File: src/rtl/sfp_acc.sv
// Special-function accumulator: sums len_kij psum vectors per output pixel with
// per-lane signed saturation, optional ReLU, and a registered result vector.
module sfp_acc #(
  parameter int col     = 8,
  parameter int psum_bw = 16,
  parameter int len_kij = 9,
  localparam int cnt_w  = (len_kij > 1) ? $clog2(len_kij) : 1
) (
  input  logic                     clk,
  input  logic                     reset,
  input  logic                     clear,
  input  logic                     acc,
  input  logic                     relu_en,
  input  logic [col*psum_bw-1:0]   data_in,
  output logic [col*psum_bw-1:0]   sfp_out,
  output logic                     out_valid,
  output logic                     busy,
  output logic [cnt_w-1:0]         kij_cnt,
  output logic                     ovf
);

  localparam logic [cnt_w-1:0] last_beat = cnt_w'(len_kij - 1);

  logic [col*psum_bw-1:0] acc_reg;
  logic [col*psum_bw-1:0] next_sum;
  logic [col*psum_bw-1:0] relu_sum;
  logic [col-1:0]         lane_sat;
  logic                   first_beat;
  logic                   final_beat;

  assign first_beat = (kij_cnt == '0);
  assign final_beat = (kij_cnt == last_beat);
  assign busy       = (kij_cnt != '0);

  // The first beat of a pixel loads data_in as-is, so it can never clamp.
  for (genvar c = 0; c < col; c++) begin : g_lane
    logic [psum_bw-1:0] a;
    logic [psum_bw-1:0] d;
    logic [psum_bw:0]   wide;
    logic               over;
    logic [psum_bw-1:0] clamped;
    logic [psum_bw-1:0] s;

    assign a       = acc_reg[c*psum_bw +: psum_bw];
    assign d       = data_in[c*psum_bw +: psum_bw];
    assign wide    = {a[psum_bw-1], a} + {d[psum_bw-1], d};
    assign over    = wide[psum_bw] ^ wide[psum_bw-1];
    assign clamped = wide[psum_bw] ? {1'b1, {(psum_bw-1){1'b0}}}
                                   : {1'b0, {(psum_bw-1){1'b1}}};
    assign s       = first_beat ? d : (over ? clamped : wide[psum_bw-1:0]);

    assign lane_sat[c]                     = ~first_beat & over;
    assign next_sum[c*psum_bw +: psum_bw]  = s;
    assign relu_sum[c*psum_bw +: psum_bw]  = s[psum_bw-1] ? '0 : s;
  end

  // clear outranks acc; sfp_out survives clear and only changes on completion.
  always_ff @(posedge clk or posedge reset) begin
    if (reset) begin
      acc_reg   <= '0;
      sfp_out   <= '0;
      out_valid <= 1'b0;
      kij_cnt   <= '0;
      ovf       <= 1'b0;
    end else begin
      out_valid <= 1'b0;
      if (clear) begin
        kij_cnt <= '0;
        acc_reg <= '0;
        ovf     <= 1'b0;
      end else if (acc) begin
        if (|lane_sat) begin
          ovf <= 1'b1;
        end
        if (final_beat) begin
          kij_cnt   <= '0;
          acc_reg   <= '0;
          sfp_out   <= relu_en ? relu_sum : next_sum;
          out_valid <= 1'b1;
        end else begin
          kij_cnt <= kij_cnt + 1'b1;
          acc_reg <= next_sum;
        end
      end
    end
  end

endmodule

File: config.mk
export PLATFORM = sky130hd
export DESIGN_NAME = sfp_acc
export DESIGN_NICKNAME = d
export VERILOG_FILES = /design/src/rtl/sfp_acc.sv
export SDC_FILE = /design/constraint.sdc
export NUM_CORES = 1
export LEC_CHECK = 0
export BUFFER_PORTS_ARGS = -buffer_cell sky130_fd_sc_hd__buf_4
export CORE_MARGIN = 3
export CORE_UTILIZATION = 31
export CTS_CLUSTER_DIAMETER = 120
export DETAILED_ROUTE_END_ITERATION = 8
export PLACE_DENSITY = 0.54
export SYNTH_ARGS = -nofsm -noshare
export SYNTH_HDL_FRONTEND = slang
export SYNTH_SLANG_ARGS = --single-unit
File: constraint.sdc
create_clock -name clk -period 23.8 [get_ports clk]
set_input_delay 3.57 -clock clk [delete_from_list [all_inputs] [get_ports clk]]
set_output_delay 3.57 -clock clk [all_outputs]
set_load 0.01 [all_outputs]
-- Yosys cells after proc, flatten, opt, wreduce, memory -nomap -nowiden
Cells that the tools add are included.
- output and inout port bits: 135
- input port bits: 133
- memories: 0
- register bits after elaboration: 262
- memory bits (read-only): 0
- memory bits (writable): 0
- latch bits: 0
- div/mod/pow operators: 0
- bitwise operators: 18
- muxes and demuxes: 45
- shifts and indexed selects: 0
- eq/ne operators: 1
- reduce and logical (&&, ||, !) cells: 7
- order comparisons: 0
- add/subtract/negate cells: 9
- $mul: 0
- operators with widths (cell ; number):
    128-bit two-way mux ; 4
    16-bit two-way mux ; 24
    16-bit by 16-bit adder with 17-bit output ; 8
    15-bit two-way mux ; 8
    4-bit two-way mux ; 3
    1-bit bitwise AND ; 8
    8-bit OR reduction ; 1
    1-bit bitwise XOR ; 8
    1-bit two-way mux ; 6
    4-bit by 1-bit adder with 4-bit output (second input constant) ; 1
    4-bit == test (second input constant) ; 1
    4-bit logical NOT ; 1
    2-bit nonzero test ; 2
    4-bit nonzero test ; 1
    3-bit AND reduction ; 1
    1-bit inverter ; 2
    2-bit AND reduction ; 1

-- Logic depth before layout (Yosys ltp)
- word-level depth: 7
- depth in mapped cells: 18
- gate-level depth less buffers: 18

-- Least setup slack after synthesis
No wires, ideal clock.
- kind: input port to flip-flop
- start: in data_in[97]
- end: reg sfp_out[110]
- data arrival time: 6.640 ns
- setup time: 0.083 ns
- required time: 23.717 ns
- stages: 16
- path buffers: 1
- setup slack: 17.077 ns
- cells stage by stage: ha_1 > a211o_1 > a21oi_1 > o21ai_0 > a41oi_1 > a211oi_1 > a21oi_1 > o21bai_1 > xor2_1 > ha_1 > clkbuf_1 > nand2_1 > a31oi_1 > nor2_2 > and3_1 > o21ai_0
- cells in the longest elaborated chain, start to end: 6
- elaborated cells on any way between the ends: 7
- ends and longest elaborated chain (what ; line ; text):
    start: declaration ; 14 ; input logic [col*psum_bw-1:0] data_in,
    16-bit by 16-bit adder with 17-bit output * ; 46 ; assign wide = {a[psum_bw-1], a} + {d[psum_bw-1], d};
    16-bit two-way mux or 1-bit bitwise XOR (tied branches) ; 48, 47 ;
    16-bit two-way mux * (2 in a row) ; 50 ; assign s = first_beat ? d : (over ? clamped : wide[psum_bw-1:0]);
    15-bit two-way mux ; 54 ; assign relu_sum[c*psum_bw +: psum_bw] = s[psum_bw-1] ? '0 : s;
    128-bit two-way mux * ; 78 ; sfp_out <= relu_en ? relu_sum : next_sum;
    end signal: assignment ; 78 ;
    end: declaration ; 15 ; output logic [col*psum_bw-1:0] sfp_out,
Mark *: on every way between the ends. The rest lies on a longest branch, timed or not.
A chain may end at the register's enable or synchronous reset.

-- Worst setup path in the final report
- start: in data_in[80]
- end: reg acc_reg[93]
- cells in the longest elaborated chain, start to end: 7
- elaborated cells on any way between the ends: 8
- ends and longest elaborated chain (what ; line ; text):
    16-bit by 16-bit adder with 17-bit output * ; 46 ;
    16-bit two-way mux or 1-bit bitwise XOR (tied branches) ; 48, 47 ;
    16-bit two-way mux * (2 in a row) ; 50 ;
    128-bit two-way mux * ; 75 ; if (final_beat) begin
    128-bit two-way mux * ; 71 ; end else if (acc) begin
    128-bit two-way mux * ; 67 ; if (clear) begin
    end signal: assignment ; 82 ; acc_reg <= next_sum;
    end: declaration ; 24 ; logic [col*psum_bw-1:0] acc_reg;
Mark *: on every way between the ends. The rest lies on a longest branch, timed or not. The select of a mux whose other input is x is not followed.

==> results.ini <==
[power]
p_seq_frac=0.321
vdd_ir_drop_max_uv=40.5
pwr-share-clk=0.339
comb_power_share=0.340
power.leakage_nw=10.0
power.internal_w=0.00102
powerDensity_nw_per_um2=75.1
sw_frac_of_total=0.356
p_sw_w=0.000564

[grt]
grt_pass1_vias=15905
grt_pass1_wl_um=89800
grtUsageTotal=0.194
gr-total-overflow=0
antenna_found_initial=3
grt_max_degree=75

[yosys]
synthArstFlopShare=1.00
ys_seq_elements=262
synth-main-ff-cell=dfrtp_1
synth_warnings=0
syn-cell-area_um2=17200
ys_top_cells_by_count=o21ai_0 (317), dfrtp_1 (262), nand2_1 (240)
synthCells=1964
synth_nets=2249
synth_area_leader_cell=dfrtp_1
yosys-top-cells-area=dfrtp_1 (38%), ha_1 (10%), o21ai_0 (9.2%)
synth.most_common_cell=o21ai_0
ys_seq_area_frac=0.382
netlist.area_leader.share=0.382
synth_edf_count=0
avgSynthCellArea_um2=8.74
yosysUniqueCellTypes=74

[timing]
relSlewSlack=0.252
fin_crit_ns=7.33
timing.hold.ws_ns=0.480
rsz0062_at_grt=no
finalCritPeriodShare=0.308
hold_violations=0
worst_pin_slew_ns=1.12
setup_violations=0
fmax_mhz=136
drv_slew=0
fin_skew_ns=0.0218
finalSetupTns_ns=0

[worst_setup_path]
cpPeakStageDelay_ns=0.86
end_kind=register
required_ns=24.22
critPathKind=primary input to register
critPathArrivalTime_ns=7.75
worstPathCellList=buf_4, ha_1, inv_1, fa_1, nor2b_1, o31ai_1, a211oi_1, o211ai_1, nand2_1, nand2_1, nand2_1, nand2_1, ha_1, nand3_1, a21oi_1, nor2_1, o21ai_0, a22o_1
start_kind=primary input
critPathSlowestCell=nor2_1
worst-path-buf-inv=2
cpMostUsedCell=nand2_1
path_delay_family=simple AND/OR/NAND/NOR gates
critPathMaxFanout=17

[route]
routed_wl_um=56900
first_iter_violations=935
routedWlPerCell_um=19.2
dr.pass1.iters=5
drc=0
vias=15744
ant_nets=0
routed_via_density=5.31

[placed_design]
io_buffers=267
gp_congestion=0.906
post-dp-hpwl_um=40000
postPlaceCellArea_um2=19900

[finish]
multi_input_area_um2=10100
regArea_um2=6560
design_area_um2=21100
fin_nets=2486
syn2layout_area_growth_pct=22.8
drive_gt1_frac=0.165
fillCellCount=5467

[clock_network]
cts_hold_buf=0
clock-sinks=262
cts.clk_slew.worst_paths_ns=0.06
insertion_delay_ns=0.54
postCtsSetupBuffers=0
cts_made_buffers=34
clock_path_buffers=3
ctsResizeCount=0
root_buffer=clkbuf_16
h-tree-depth=2
cts_tree=done

[die]
start_util=0.316
dieArea_um2=58200
rows=85
pin_count=268
die_y_um=241
die_width_um=241
core_um2=54300

[job]
drv_cap=0

[outcome]
status=finished clean

[worst_hold_path]
hp-class=register to register

## cell families (layout without fill, tap and decap cells)
logic type               after synthesis  in the layout  share of synthesized area
AO/OA/AOI/OAI                        742            742                      0.274
XOR/XNOR                              96             96                     0.0490
adder cells (fa/ha/maj)              155            155                      0.116
buffers and inverters                148            408                     0.0331
flip-flops                           262            262                      0.382
multiplexers                           3              3                    0.00189
other                                  0              2                          0
AND/OR/NAND/NOR                      558            558                      0.144
## layout by cell type (no fill, tap or decap), types with 16 or more instances in the layout
cell type	n
inv_1	63
ha_1	144
a211oi_1	23
nor2b_1	19
a21boi_0	19
nand2_1	239
o21ai_0	316
nor2_1	155
or3_1	16
a21o_1	35
xor2_1	27
nor3_1	29
a22oi_1	23
a21oi_1	106
clkbuf_16	37
xnor2_1	69
nand2b_1	25
o21a_1	26
a22o_1	76
dfrtp_1	262
buf_4	283
## metrics by stage
step	utilization	total power, W	setup slack, ns	std cells
CTS	0.388	0.00160	16.50	2963
global route	0.388	0.00169	16.07	2963
global placement	0.367	0.00105	15.98	2904
finish	0.388	0.00158	16.47	2965
floorplan	-	0.000889	13.02	1964
detailed placement	0.367	0.00105	15.92	2904
## metal layers
layer	vias to the layer above	wire (um)	part of all wire	global-route usage
met1	7701	26000	0.46	0.262
li1	7576	-	-	-
met5	-	13	0.00023	0
met4	2	1190	0.021	0.0559
met3	77	3120	0.055	0.0346
met2	388	26500	0.47	0.318
## path summary, 6_finish.rpt
check / from / endpoint / slack [ns] / cells after the start
min in group asynchronous: reset / sfp_out[102] / 3.06 / 2
worst min register to register: sfp_out[103] / sfp_out[103] / 0.48 / 2
worst min-delay path: sfp_out[103] / sfp_out[103] / 0.48 / 2
worst max-delay path: data_in[80] / acc_reg[93] / 16.47 / 18
worst max register to register: acc_reg[80] / acc_reg[93] / 19.22 / 17
max in group asynchronous: reset / sfp_out[115] / 18.58 / 4
## power by group through the flow
stage          Sequential (W)  Combinational (W)  Clock, W
3_3_place_gp         0.000515           0.000533         0
2_1_floorplan        0.000514           0.000376         0
5_1_grt              0.000513           0.000606  0.000569
6_report             0.000508           0.000539  0.000537
4_1_cts              0.000508           0.000542  0.000554
3_5_place_dp         0.000515           0.000539         0
## final cells by class
cell class	count	area share
Antenna cell	2	0.000237
Timing Repair Buffer	283	0.101
Clock inverter	12	0.00712
Inverter	66	0.0122
Multi-Input combinational cell	1554	0.477
Sequential cell	262	0.311
Tap cell	739	0.0439
Clock buffer	47	0.0476
## worst min-delay path: cells and delay by family, from the launching register on
family | cells | cell delay, ns
and+or+nand+nor | 1 | 0.04
DFF | 1 | 0.34
AOI/OAI and AO/OA | 1 | 0.06
No activity file was read; power rests on OpenSTA's default activity.
